[config.mk]
export PLATFORM = sky130hd
export DESIGN_NAME = elink_frame_assembler
export DESIGN_NICKNAME = d
export VERILOG_FILES = /design/src/rtl/elink_frame_assembler.sv
export SDC_FILE = /design/constraint.sdc
export NUM_CORES = 1
export LEC_CHECK = 0
export CELL_PAD_IN_SITES_DETAIL_PLACEMENT = 1
export CELL_PAD_IN_SITES_GLOBAL_PLACEMENT = 1
export CORE_ASPECT_RATIO = 0.8
export CORE_MARGIN = 2
export CORE_UTILIZATION = 40
export CTS_BUF_LIST = sky130_fd_sc_hd__clkbuf_8
export CTS_CLUSTER_DIAMETER = 80
export DETAILED_ROUTE_END_ITERATION = 10
export MAX_ROUTING_LAYER = met4
export PLACE_DENSITY_LB_ADDON = 0.1
export SYNTH_ARGS = -nofsm -noshare
export SYNTH_HDL_FRONTEND = slang
export SYNTH_SLANG_ARGS = --single-unit
[constraint.sdc]
create_clock -name clk_40 -period 2.2 [get_ports clk_40]
set_input_delay 0.44 -clock clk_40 [delete_from_list [all_inputs] [get_ports clk_40]]
set_output_delay 0.44 -clock clk_40 [all_outputs]
set_load 0.01 [all_outputs]
[src/rtl/elink_frame_assembler.sv]
// Receive framing stage: turns tagged decoded bytes into 76-bit MOPSHUB frames behind a one-entry buffer.
// Optional idle timeout for open frames is built when ELINK_FRAME_TIMEOUT_EN is defined.
module elink_frame_assembler #(
   parameter int FRAME_BYTES    = 10,
   parameter int TIMEOUT_CYCLES = 1024
) (
   input  logic        clk_40,
   input  logic        rst,
   input  logic [7:0]  data_rec_8bit,
   input  logic [1:0]  data_rec_delimiter,
   input  logic        data_rec_valid,
   output logic [75:0] frame_76bit,
   output logic        frame_valid,
   input  logic        frame_ready,
   output logic        len_err,
   output logic        overflow,
   output logic [7:0]  err_cnt,
   output logic [7:0]  drop_cnt
);

   localparam int FRAME_W = 76;
   localparam int CNT_W   = $clog2(FRAME_BYTES + 1);

   typedef enum logic [1:0] {
      IDLE,
      COLLECT,
      WAIT_EOP
   } state_t;

   state_t             r_state;
   state_t             w_stateNext;
   logic [CNT_W-1:0]   r_byteCnt;
   logic [FRAME_W-1:0] r_shift;
   logic [FRAME_W-1:0] r_frame;
   logic               r_frameValid;
   logic               r_lenErr;
   logic               r_overflow;
   logic [7:0]         r_errCnt;
   logic [7:0]         r_dropCnt;

   logic w_sop;
   logic w_eop;
   logic w_data;
   logic w_activeStrobe;
   logic w_cntClear;
   logic w_cntInc;
   logic w_shiftEn;
   logic w_lenErr;
   logic w_frameDone;
   logic w_timeout;
   logic w_errEvent;
   logic w_dropEvent;

   assign w_sop          = data_rec_valid && (data_rec_delimiter == 2'b10);
   assign w_eop          = data_rec_valid && (data_rec_delimiter == 2'b01);
   assign w_data         = data_rec_valid && (data_rec_delimiter == 2'b00);
   assign w_activeStrobe = w_sop || w_eop || w_data;

`ifdef ELINK_FRAME_TIMEOUT_EN
   localparam int TO_W = $clog2(TIMEOUT_CYCLES + 1);

   logic [TO_W-1:0] r_idleCnt;

   // Counts cycles without a meaningful strobe while a frame is open.
   always_ff @(posedge clk_40) begin
      if (rst || (r_state == IDLE) || w_activeStrobe) begin
         r_idleCnt <= '0;
      end else begin
         r_idleCnt <= r_idleCnt + 1'b1;
      end
   end

   assign w_timeout = (r_state != IDLE) && !w_activeStrobe &&
                      (r_idleCnt == TO_W'(TIMEOUT_CYCLES - 1));
`else
   assign w_timeout = 1'b0;
`endif

   always_ff @(posedge clk_40) begin
      if (rst) begin
         r_state <= IDLE;
      end else begin
         r_state <= w_stateNext;
      end
   end

   // Next-state decode; SOP inside an open frame restarts collection rather than dropping the new frame.
   always_comb begin
      w_stateNext = r_state;
      w_cntClear  = 1'b0;
      w_cntInc    = 1'b0;
      w_shiftEn   = 1'b0;
      w_lenErr    = 1'b0;
      w_frameDone = 1'b0;
      case (r_state)
         IDLE: begin
            if (w_sop) begin
               w_cntClear  = 1'b1;
               w_stateNext = COLLECT;
            end
         end
         COLLECT: begin
            if (w_data) begin
               w_shiftEn = 1'b1;
               w_cntInc  = 1'b1;
               if (r_byteCnt == CNT_W'(FRAME_BYTES - 1)) begin
                  w_stateNext = WAIT_EOP;
               end
            end else if (w_eop) begin
               w_lenErr    = 1'b1;
               w_stateNext = IDLE;
            end else if (w_sop) begin
               w_lenErr    = 1'b1;
               w_cntClear  = 1'b1;
               w_stateNext = COLLECT;
            end
         end
         WAIT_EOP: begin
            if (w_eop) begin
               w_frameDone = 1'b1;
               w_stateNext = IDLE;
            end else if (w_data) begin
               w_lenErr    = 1'b1;
               w_stateNext = IDLE;
            end else if (w_sop) begin
               w_lenErr    = 1'b1;
               w_cntClear  = 1'b1;
               w_stateNext = COLLECT;
            end
         end
         default: begin
            w_stateNext = IDLE;
         end
      endcase
      if (w_timeout) begin
         w_stateNext = IDLE;
      end
   end

   // Only the low 76 bits of the 80 received bits reach the frame, so older bits simply fall off the top.
   always_ff @(posedge clk_40) begin
      if (rst) begin
         r_byteCnt <= '0;
         r_shift   <= '0;
      end else begin
         if (w_cntClear) begin
            r_byteCnt <= '0;
         end else if (w_cntInc) begin
            r_byteCnt <= r_byteCnt + 1'b1;
         end
         if (w_shiftEn) begin
            r_shift <= {r_shift[FRAME_W-9:0], data_rec_8bit};
         end
      end
   end

   assign w_errEvent  = w_lenErr || w_timeout;
   assign w_dropEvent = w_frameDone && r_frameValid && !frame_ready;

   // One-entry output buffer; a completion coinciding with an accept refills it instead of dropping.
   always_ff @(posedge clk_40) begin
      if (rst) begin
         r_frame      <= '0;
         r_frameValid <= 1'b0;
         r_lenErr     <= 1'b0;
         r_overflow   <= 1'b0;
         r_errCnt     <= '0;
         r_dropCnt    <= '0;
      end else begin
         r_lenErr   <= w_lenErr;
         r_overflow <= w_dropEvent;
         if (w_frameDone && !w_dropEvent) begin
            r_frame      <= r_shift;
            r_frameValid <= 1'b1;
         end else if (r_frameValid && frame_ready) begin
            r_frameValid <= 1'b0;
         end
         if (w_errEvent && (r_errCnt != 8'hFF)) begin
            r_errCnt <= r_errCnt + 8'd1;
         end
         if (w_dropEvent && (r_dropCnt != 8'hFF)) begin
            r_dropCnt <= r_dropCnt + 8'd1;
         end
      end
   end

   assign frame_76bit = r_frame;
   assign frame_valid = r_frameValid;
   assign len_err     = r_lenErr;
   assign overflow    = r_overflow;
   assign err_cnt     = r_errCnt;
   assign drop_cnt    = r_dropCnt;

endmodule

==> flow_summary.json <==
{
  "netlist_top_cells_area": "dfxtp_1 55%, nand2_1 18%, a21oi_1 13%",
  "synth_most_common_cell": "nand2_1",
  "synth_area_leader_cell": "dfxtp_1",
  "ctsResizeCount": 0,
  "wl_per_cell_um": 15.2,
  "r2r_cells": 7,
  "powerDensity_nw_per_um2": 677,
  "place_area_sq_um": 7810,
  "max_freq_mhz": 511,
  "postCtsHoldBufs": 0,
  "area_delta_synth_final_pct": 27.2,
  "reg2reg_to": "err_cnt[7]",
  "setup_viol": 0,
  "slew_viol_final": 0,
  "grt_pass1_vias": 5758,
  "async_flop_share_pct": 0,
  "postCtsSetupRepairBufs": 0,
  "nets": 923,
  "grt_pass1_wl_mm": 28.7,
  "clk_latency_ps": 460,
  "synth_top_area_share_pct": 55.0,
  "synth_edf_count": 0,
  "synth_cells": 810,
  "die_area_sq_um": 17100,
  "first_pass_iters": 4,
  "relSlewSlack_pct": 46.3,
  "finalHoldViolCount": 0,
  "final.setup_skew_ps": 13.3,
  "cp.required_ps": 2540,
  "seq_area_frac_synth_pct": 55.0,
  "drt_wl_total_mm": 17.2,
  "initial_utilization_pct": 40.9,
  "worstPathArrival_ps": 2290,
  "min_path_cells": 2,
  "viasPerCell": 5.00,
  "diodes": 0,
  "clkTransAtPathRegs_ps": 90,
  "period_share_pct": 89.0,
  "synth_common_cells": "313 x nand2_1, 177 x dfxtp_1, 161 x a21oi_1",
  "hp-start": "rst",
  "grt_overflow": 0,
  "tightest_slew_ps": 806,
  "place.detailed.hpwl_mm": 11.8,
  "post-route-min-period_ps": 1960,
  "gp_congestion": 0.810,
  "clk_path_buf_depth": 2,
  "die_h_um": 118,
  "drc": 0,
  "path_class": "reg2reg",
  "ant_nets": 0,
  "rsz0062_at_grt": "no",
  "power.leakage_nw": 2.66,
  "path_max_fanout": 9,
  "port_buffers": 108,
  "clockRootBuffer": "clkbuf_8",
  "yosys_most_used_dff": "dfxtp_1",
  "final_util_pct": 52.0,
  "post_synth.cell_area_avg_sq_um": 7.96,
  "pin_count": 109,
  "numCtsBuffers": 17,
  "whs_endpoint": "drop_cnt[3]",
  "track_usage_pct": 21.2,
  "htree_levels": 4,
  "holdWs_ps": 288,
  "grt_max_degree": 116,
  "vdd_drop_max_v": 0.000400,
  "syn_nets": 832,
  "coreArea_sq_um": 15700,
  "cts_tree": "built",
  "cts_sinks": 177,
  "vias": 5639,
  "yosysWarnings": 0,
  "synthDistinctLibCells": 40,
  "ys_ff_latch": 177,
  "outcome": "completed",
  "critical_path.startpoint_type": "flop",
  "drtIter0Drc": 354,
  "drive_gt1_share_pct": 5.81,
  "rows": 41,
  "design_area_sq_um": 8200,
  "r2r_start": "r_state[1]",
  "grt_antenna_before_repair": 0,
  "synth_area_sq_um": 6440,
  "die_w_um": 146,
  "cap_violations": 0,
  "ff2ff_setup_slack_ps": 240,
  "end_kind": "flop",
  "hp-class": "in2reg"
}
cells in the final DEF (no fill, tap or decap), types with 8 or more instances in the layout:
cell type,netlist,final
o21ai_0,11,11
clkdlybuf4s50_1,0,107
nand2_1,313,313
clkbuf_8,0,20
ha_1,8,8
inv_1,9,11
nor2_1,16,16
a21oi_1,161,161
or3_1,8,8
dfxtp_1,177,177
buf_4,0,12
layer usage:
metal | global-route usage [%] | wire, um | vias to the layer above | part of all wire, %
li1 | - | - | 2836 | -
met1 | 28.1 | 8650 | 2706 | 50
met2 | 33.1 | 7810 | 85 | 45
met3 | 4.92 | 570 | 12 | 3.3
met4 | 4.60 | 153 | 0 | 0.89
met5 | - | 0 | - | 0
cell families (layout without fill, tap and decap cells):
family / after synthesis / in the layout / synth area share (%)
AOI/OAI and AO/OA: 188 / 188 / 15.4
xor gates and xnor gates: 5 / 5 / 0.680
adders and majority gates: 8 / 8 / 1.55
buffers and inverters: 63 / 166 / 4.02
DFF: 177 / 177 / 55.0
muxes: 2 / 2 / 0.311
and+or+nand+nor: 367 / 367 / 23.0
worst max path at each step:
stage                                     start           to  slack, ps
final                                r_state[1]   err_cnt[7]        240
after global routing                 r_state[1]   r_shift[2]         80
after CTS                            r_state[1]   err_cnt[7]        210
after detailed placement  data_rec_delimiter[0]  drop_cnt[5]       -160
after global placement    data_rec_delimiter[1]  r_shift[42]        -50
after floorplan                      r_state[0]   err_cnt[2]        460
power breakdown:
part           switching, mW  internal (mW)  leakage [nW]  total (mW)
Clock                   1.13           1.08         0.211        2.22
Combinational         0.0842         0.0416          1.02       0.126
Sequential           0.00301           3.20          1.42        3.21
flip-flops by register name, summed over array words and instances, names as in the netlist:
name	count
drop_cnt	8
r_byteCnt	4
frame_valid	1
r_shift	76
frame_76bit	76
r_state	2
overflow	1
err_cnt	8
len_err	1
critical path, cell delays in order, from the launching register on:
cell and delay [ps]:
dfxtp_1 340, inv_1 100, ha_1 300, nand2b_1 90, a211o_1 350, buf_4 180, o41ai_1 380, a21oi_1 100
area by class of cell:
type                       count  area, sq um
fill                        1935         7550
multi-input combinational    570         2660
clock inverter                11          114
sequential                   177         3540
tap                          215          269
clock buffer                  20          275
inverter                       9         33.8
timing repair buffer         126         1300
per-stage QoR:
stage               TNS, ps  power, mW  cells  setup WS (ps)
detailed placement    -8630       3.41   1097           -161
global route              0       5.77   1128           79.7
floorplan                 0       3.35    810            455
finish                    0       5.55   1128            242
CTS                       0       5.61   1128            215
global placement      -2890       3.40   1097          -47.8
No activity file was read; power rests on OpenSTA's default activity.
